<file path="src/rtl/conway_pkg.sv">
// Board geometry shared by the seeder, life engine and VGA renderer, plus the seeder FSM states.
package conway_pkg;

   localparam int BOARD_WIDTH_DEF  = 32;
   localparam int BOARD_HEIGHT_DEF = 16;
   localparam int DENSITY_BITS_DEF = 3;

   localparam int CELLS  = BOARD_WIDTH_DEF * BOARD_HEIGHT_DEF;
   localparam int ADDR_W = $clog2(CELLS);

   typedef enum logic [1:0] {
      ST_IDLE,
      ST_GATHER,
      ST_WRITE,
      ST_FINISH
   } seeder_state_t;

endpackage

</file>
<file path="src/rtl/seeder_sampler.sv">
// Collects DENSITY_BITS serial random bits per cell (first bit lands in the MSB) and
// compares the completed sample against the alive threshold.
module seeder_sampler
   import conway_pkg::*;
#(
   parameter int DENSITY_BITS = DENSITY_BITS_DEF
) (
   input  logic                    clk,
   input  logic                    reset,
   input  logic                    clear,
   input  logic                    shift,
   input  logic                    random_bit,
   input  logic [DENSITY_BITS-1:0] threshold,
   output logic                    sample_done,
   output logic                    alive
);

   localparam int CNT_W = $clog2(DENSITY_BITS + 1);

   logic [DENSITY_BITS-1:0] sample;
   logic [DENSITY_BITS-1:0] sample_next;
   logic [CNT_W-1:0]        bit_cnt;

   assign sample_next = {sample[DENSITY_BITS-2:0], random_bit};

   always_ff @(posedge clk) begin
      if (reset) begin
         sample  <= '0;
         bit_cnt <= '0;
      end else if (clear) begin
         bit_cnt <= '0;
      end else if (shift) begin
         sample  <= sample_next;
         bit_cnt <= bit_cnt + CNT_W'(1);
      end
   end

   // Decision is taken on the cycle the last bit arrives, so compare the value about to be stored.
   assign sample_done = shift && (bit_cnt == CNT_W'(DENSITY_BITS - 1));
   assign alive       = (sample_next < threshold);

endmodule

</file>
<file path="src/rtl/conway_board_seeder.sv">
// Fills the board RAM with a random pattern: DENSITY_BITS LFSR bits per cell, alive iff sample < density.
// One cell per DENSITY_BITS+1 cycles when the RAM never stalls; wr_ready low holds the write indefinitely.
module conway_board_seeder
   import conway_pkg::*;
#(
   parameter int BOARD_WIDTH  = BOARD_WIDTH_DEF,
   parameter int BOARD_HEIGHT = BOARD_HEIGHT_DEF,
   parameter int DENSITY_BITS = DENSITY_BITS_DEF
) (
   input  logic                                        clk,
   input  logic                                        reset,
   input  logic                                        start,
   input  logic [DENSITY_BITS-1:0]                     density,
   input  logic                                        random_bit,
   output logic                                        busy,
   output logic                                        done,
   output logic                                        wr_valid,
   input  logic                                        wr_ready,
   output logic [$clog2(BOARD_WIDTH*BOARD_HEIGHT)-1:0] wr_addr,
   output logic                                        wr_data
);

   localparam int NUM_CELLS = BOARD_WIDTH * BOARD_HEIGHT;
   localparam int AW        = $clog2(NUM_CELLS);

   seeder_state_t           state;
   logic [AW-1:0]           cell_cnt;
   logic [DENSITY_BITS-1:0] density_q;
   logic                    sample_done;
   logic                    alive;
   logic                    last_cell;
   logic                    sampler_clear;

   assign last_cell     = (cell_cnt == AW'(NUM_CELLS - 1));
   assign sampler_clear = ((state == ST_IDLE) && start) || ((state == ST_WRITE) && wr_ready);

   seeder_sampler #(
      .DENSITY_BITS (DENSITY_BITS)
   ) u_sampler (
      .clk         (clk),
      .reset       (reset),
      .clear       (sampler_clear),
      .shift       (state == ST_GATHER),
      .random_bit  (random_bit),
      .threshold   (density_q),
      .sample_done (sample_done),
      .alive       (alive)
   );

   always_ff @(posedge clk) begin
      if (reset) begin
         state     <= ST_IDLE;
         busy      <= 1'b0;
         done      <= 1'b0;
         wr_valid  <= 1'b0;
         wr_addr   <= '0;
         wr_data   <= 1'b0;
         cell_cnt  <= '0;
         density_q <= '0;
      end else begin
         done <= 1'b0;
         case (state)
            ST_IDLE: begin
               if (start) begin
                  density_q <= density;
                  cell_cnt  <= '0;
                  busy      <= 1'b1;
                  state     <= ST_GATHER;
               end
            end
            ST_GATHER: begin
               if (sample_done) begin
                  wr_data  <= alive;
                  wr_addr  <= cell_cnt;
                  wr_valid <= 1'b1;
                  state    <= ST_WRITE;
               end
            end
            ST_WRITE: begin
               if (wr_ready) begin
                  wr_valid <= 1'b0;
                  // Counter stops at the last cell so no write can ever be issued past it.
                  if (last_cell) begin
                     busy  <= 1'b0;
                     done  <= 1'b1;
                     state <= ST_FINISH;
                  end else begin
                     cell_cnt <= cell_cnt + AW'(1);
                     state    <= ST_GATHER;
                  end
               end
            end
            ST_FINISH: state <= ST_IDLE;
            default:   state <= ST_IDLE;
         endcase
      end
   end

endmodule

</file>
<file path="config.mk">
export PLATFORM = sky130hd
export DESIGN_NAME = conway_board_seeder
export DESIGN_NICKNAME = d
export VERILOG_FILES = /design/src/rtl/conway_pkg.sv /design/src/rtl/seeder_sampler.sv /design/src/rtl/conway_board_seeder.sv
export SDC_FILE = /design/constraint.sdc
export NUM_CORES = 1
export LEC_CHECK = 0
export ABC_AREA = 1
export BUFFER_PORTS_ARGS = -buffer_cell sky130_fd_sc_hd__buf_4
export CAP_MARGIN = 20
export CELL_PAD_IN_SITES_DETAIL_PLACEMENT = 1
export CELL_PAD_IN_SITES_GLOBAL_PLACEMENT = 1
export CORE_ASPECT_RATIO = 1.5
export CORE_MARGIN = 2
export CORE_UTILIZATION = 25
export DETAILED_ROUTE_END_ITERATION = 10
export GPL_ROUTABILITY_DRIVEN = 0
export PLACE_DENSITY_LB_ADDON = 0.1
export SKIP_CTS_REPAIR_TIMING = 1
export SYNTH_ARGS = -nofsm -noshare
export SYNTH_HDL_FRONTEND = slang
export SYNTH_HIERARCHICAL = 1
export SYNTH_SLANG_ARGS = --single-unit
</file>
<file path="constraint.sdc">
create_clock -name clk -period 1.8 [get_ports clk]
set_clock_uncertainty 0.2 [all_clocks]
set_input_delay 0.36 -clock clk [delete_from_list [all_inputs] [get_ports clk]]
set_output_delay 0.36 -clock clk [all_outputs]
set_load 0.01 [all_outputs]
</file>
# Yosys cells after proc, flatten, opt, wreduce, memory -nomap -nowiden
# Cells that the tools add are included.
# op_classes
n_addsub	2
n_lt_le_gt_ge	1
eq_ne	10
n_mux	17
n_bitwise	3
n_reduce_logical	16
# op_table
op	count
$mux 9	3
$pmux 9 s2	1
$ne 2x2->1 const B	5
$add 9x1->9 const B	1
$eq 9x9->1 const B	1
$mux 2	4
$pmux 2 s4	1
$reduce_and 4->1	2
$eq 2x2->1 const B	3
$mux 1	6
$reduce_and 2->1	3
$reduce_and 3->1	2
$pmux 1 s2	2
$reduce_bool 2->1	2
$logic_and 1x1->1	3
$lt 3x3->1	1
$not 1->1	3
$reduce_or 3->1	1
$add 2x1->2 const B	1
$eq 2x1->1 const B	1
$logic_not 2->1	1
$reduce_or 2->1	1
$logic_or 1x1->1	1
# totals
reg_bits	31
in_bits	8
output_inout_bits	13
word_cells	59

# Logic depth before layout (Yosys ltp)
# logic_depth
depth_word	5
ltp_mapped	11
mapped_depth_nobuf	11

# Modules after synthesis
# The synthesis kept the hierarchy.
# modules_own_cells
mod	instances	cells_per_inst	area_per_inst_um2	seq_area_each_um2
conway_board_seeder	1	158	1177.4	540.5
seeder_sampler	1	37	242.7	80.1

# Worst setup path before layout
# No wires, ideal clock.
# synth_path
kind	reg2reg
start	register cell_cnt[0]
end	register cell_cnt[2]
setup_time_ns	0.117
arrival_ns	1.526
t_required_ns	1.483
setup_slack_ns	-0.044
path_stages_with_launch	9
n_path_buf	0
period_less_slack_ns	1.844
path_cell_list	dfxtp_1 ha_1 nand4_1 nor2_1 ha_1 a21oi_1 nand3_2 o21ai_0 nor2_1
# synth_via
word_cells_on_any_way	7
cone_classes	add/sub: 1; eq/ne: 2; mux: 3; reduce/logical: 1
# synth_lines
element	line_no	rtl
start: declaration	conway_board_seeder.sv:27	logic [AW-1:0] cell_cnt;
start signal: assignment	conway_board_seeder.sv:88	cell_cnt <= cell_cnt + AW'(1);
$eq 9x9->1	conway_board_seeder.sv:34	assign last_cell = (cell_cnt == AW'(NUM_CELLS - 1));
via last_cell	conway_board_seeder.sv:31	logic last_cell;
$ne 2x2->1 (no source line)	n/a	
$reduce_and 4->1 (no source line)	n/a	
# The timed path passes the listed nets, and every way through them passes these cells. The select of a mux whose other input is x is not followed.
# A chain may end at the register's enable or synchronous reset.

# Final worst setup path
# layout_path
start	register cell_cnt[0]
end	register cell_cnt[4]
# The elaborated chain is that of the path after synthesis.

==> out/results.tsv <==
stage	metric	value	unit
sta	RSZ-0062 raised after global routing	true	
critical_path	CP Capture Type	register	
cells_and_area	most common cell after layout, fill and taps aside	nand2_1	
route	# DRC	0	
pwr	maximum vdd ir drop	0.286	mV
cells_and_area	Final Util	0.355	
die	Placeable Area	0.00549	sq mm
logic_synthesis	XOR/XNOR Fraction of Synth Area	0	
critical_path	CP required	1.81	ns
pwr	Comb power frac	0.166	
sta	PnR worst setup slack	0.0518	ns
cells_and_area	commonest non-fill, non-tap cells in the layout	nand2_1 (43), buf_4 (34), dfxtp_1 (26)	
cells_and_area	Filler cells	686	
cells_and_area	fin cells	303	
die	# rows	33	
logic_synthesis	syn_area_per_cell	7.28	sq um
logic_synthesis	top-area cell type share of the netlist area	0.437	
cells_and_area	layout cells sized above 1	0.343	
global_route	total gr overflow	0	
pwr	Int Power	1.15	mW
route	via count	1374	
die	die height	96.3	um
cells_and_area	Post-Layout Inst Area	0.00195	sq mm
critical_path	r2r startpoint	cell_cnt[0]	
clock_tree	clock insertion delay at the later pin of the skew report	0.28	ns
global_route	largest net degree at the start of global routing	25	
route	Avg WL per Cell	13.8	um
pwr	Switch Pwr	458	uW
worst_hold_path	Min-Delay Endpoint	density_q[0]	
logic_synthesis	Compound-Gate Fraction of Synth Area	0.126	
die	num ports	21	
pwr	pwr dens	825	mW/mm^2
critical_path	Worst EP arrival	1.76	ns
logic_synthesis	yosys warns	6	
pwr	total power	1.61	mW
logic_synthesis	area leader, netlist	dfxtp_1	
cells_and_area	Nets	245	
global_route	vias in the first global route	1445	
logic_synthesis	Syn Std Cell Area	0.00142	sq mm
route	drt pass-1 iters	4	
logic_synthesis	Area contributors post-synth	dfxtp_1 (44%), nand2_1 (12%), a21oi_1 (9.5%), nand3_1 (6.3%), nor2_1 (5.3%)	
flow_run	Max-cap violations	0	
critical_path	Worst Setup Start Kind	register	
route	ANT nets after route	0	
critical_path	Worst Path Max Fanout	5	
critical_path	R2R setup slack	0.05	ns
critical_path	Crit Path Class	reg -> reg	
clock_tree	root buf cell	clkbuf_8	
sta	final setup fails	0	
sta	Max Freq	572	MHz
placement	hpwl dp	3100	um
pwr	Flop pwr share	0.456	
logic_synthesis	Synth Register Bits	31	
pwr	clock share of power	0.378	
logic_synthesis	syn nets	208	
route	Initial DRC Count	11	
critical_path	number of cells on the worst reg-to-reg path	9	
cells_and_area	area growth from synthesis to layout	37.2	%
clock_tree	total CTS buffers	5	
cells_and_area	Inserted Diodes	0	
pwr	P_leak	0.813	nW
pwr	Sw Share	0.285	
sta	final setup TNS	0	ns
logic_synthesis	Adder-Cell Fraction of Synth Area	0.0441	
placement	DP Cell Count	293	
die	Starting Density	0.259	
global_route	Tot GR Track Use	0.146	
logic_synthesis	Syn Inst Count	195	
placement	pre-CTS setup slack	-0.0933	ns
sta	Final Hold Viols	0	
clock_tree	H-tree depth	2	
status	status	finished, final reports clean	
logic_synthesis	main combinational cell family by area after synthesis	simple AND/OR/NAND/NOR gates	
clock_tree	Max Root-Sink Buffers	2	
placement	DP Area	0.00173	sq mm
sta	slew at the pin closest to its max-slew limit	0.289	ns
route	wirelength, routed	4170	um
logic_synthesis	Yosys cell types	21	
global_route	initial antenna violation count	0	
placement	I/O Buffers	20	
clock_tree	CTS tree	yes	
logic_synthesis	Seq/Total Area, Yosys	0.437	
sta	Period minus WS final	1.75	ns
worst_hold_path	Min-Delay Path Depth	3	
logic_synthesis	mux share of post-synthesis cell area	0	
worst_hold_path	Hold Crit Start	density[0]	
worst_hold_path	Hold WC Path Type	in -> reg	
clock_tree	clock slew at reported path FFs	0.07	ns
sta	Hold WS	0.137	ns
clock_tree	Sink Count	31	
route	via/cell ratio	4.53	
sta	Max Slew Vio Count	0	
die	Die Width	65.5	um
die	Die ar.	0.00631	sq mm
global_route	global-route wire length before repair	6930	um
logic_synthesis	Post-Synth Simple-Gate Area	0.319	
critical_path	Worst R2R End	cell_cnt[4]	
sta	Rel. slew slack	0.807	
sta	part of the cycle the worst path needs	0.971	
-- synthesized netlist by cell type --
| cell | n |
|---|---|
| nor2_4 | 1 |
| nand2_2 | 3 |
| nand3_1 | 18 |
| nor2_8 | 1 |
| a21o_1 | 1 |
| nand4_1 | 2 |
| o21ai_1 | 1 |
| dfxtp_1 | 31 |
| nor2_2 | 2 |
| nor2_1 | 20 |
| inv_2 | 5 |
| nand3_2 | 2 |
| o21bai_2 | 1 |
| nand2_1 | 46 |
| nor3_1 | 4 |
| clkbuf_1 | 3 |
| inv_1 | 16 |
| ha_1 | 5 |
| buf_4 | 2 |
| o21ai_0 | 4 |
| a21oi_1 | 27 |
-- power by group through the flow --
stage	sequential [mW]	clock [mW]	combinational (mW)
floorplan	0.740	0	0.168
global placement	0.743	0	0.231
detailed placement	0.745	0	0.242
CTS	0.730	0.632	0.242
global route	0.735	0.670	0.301
finish	0.732	0.608	0.267
-- how the worst max path moves through the flow --
| stage | from | endpoint | depth (start not counted) |
|---|---|---|---|
| 2_1_floorplan | cell_cnt[0] | cell_cnt[2] | 8 |
| 3_3_place_gp | cell_cnt[0] | cell_cnt[2] | 8 |
| 5_1_grt | cell_cnt[4] | cell_cnt[3] | 11 |
| 6_report | cell_cnt[0] | cell_cnt[4] | 9 |
| 3_5_place_dp | cell_cnt[0] | cell_cnt[5] | 8 |
| 4_1_cts | cell_cnt[0] | cell_cnt[5] | 8 |
-- layer usage --
layer,GRT usage,up-vias,part of all wire
li1,-,704,-
met1,0.157,652,0.41
met2,0.270,13,0.55
met3,0.0363,5,0.023
met4,0.0573,0,0.019
met5,0,-,0
-- cell families (layout without fill, tap and decap cells) --
kind of cell	count (synthesis)	in the layout
and+or+nand+nor	99	100
AOI/OAI and AO/OA	34	34
DFF	31	31
buffers and inverters	26	63
adders and majority gates	5	5
-- critical path: stages, from the launching register on --
cell and delay, ns:
dfxtp_2 0.34, ha_4 0.16, nand4_1 0.09, nor2_1 0.07, ha_2 0.19, a21oi_4 0.19
inv_4 0.08, nor2_8 0.13, nand3_2 0.09, a21oi_2 0.13
-- cell type report --
cell class                      instances  area [sq um]  area share
Timing Repair Buffer                   34           255       0.131
Multi-Input combinational cell        139           797       0.409
Clock buffer                            8           100      0.0514
Sequential cell                        31           627       0.322
Tap cell                               70          87.6      0.0450
Inverter                               21          81.3      0.0417
-- sequential cells by signal, indices dropped and copies added, names as in the netlist --
register,count
wr_data,1
cell_cnt,9
u_sampler/sample,2
done,1
density_q,3
wr_addr,9
state,2
wr_valid,1
busy,1
u_sampler/bit_cnt,2
Power figures use the tool's default switching activity.
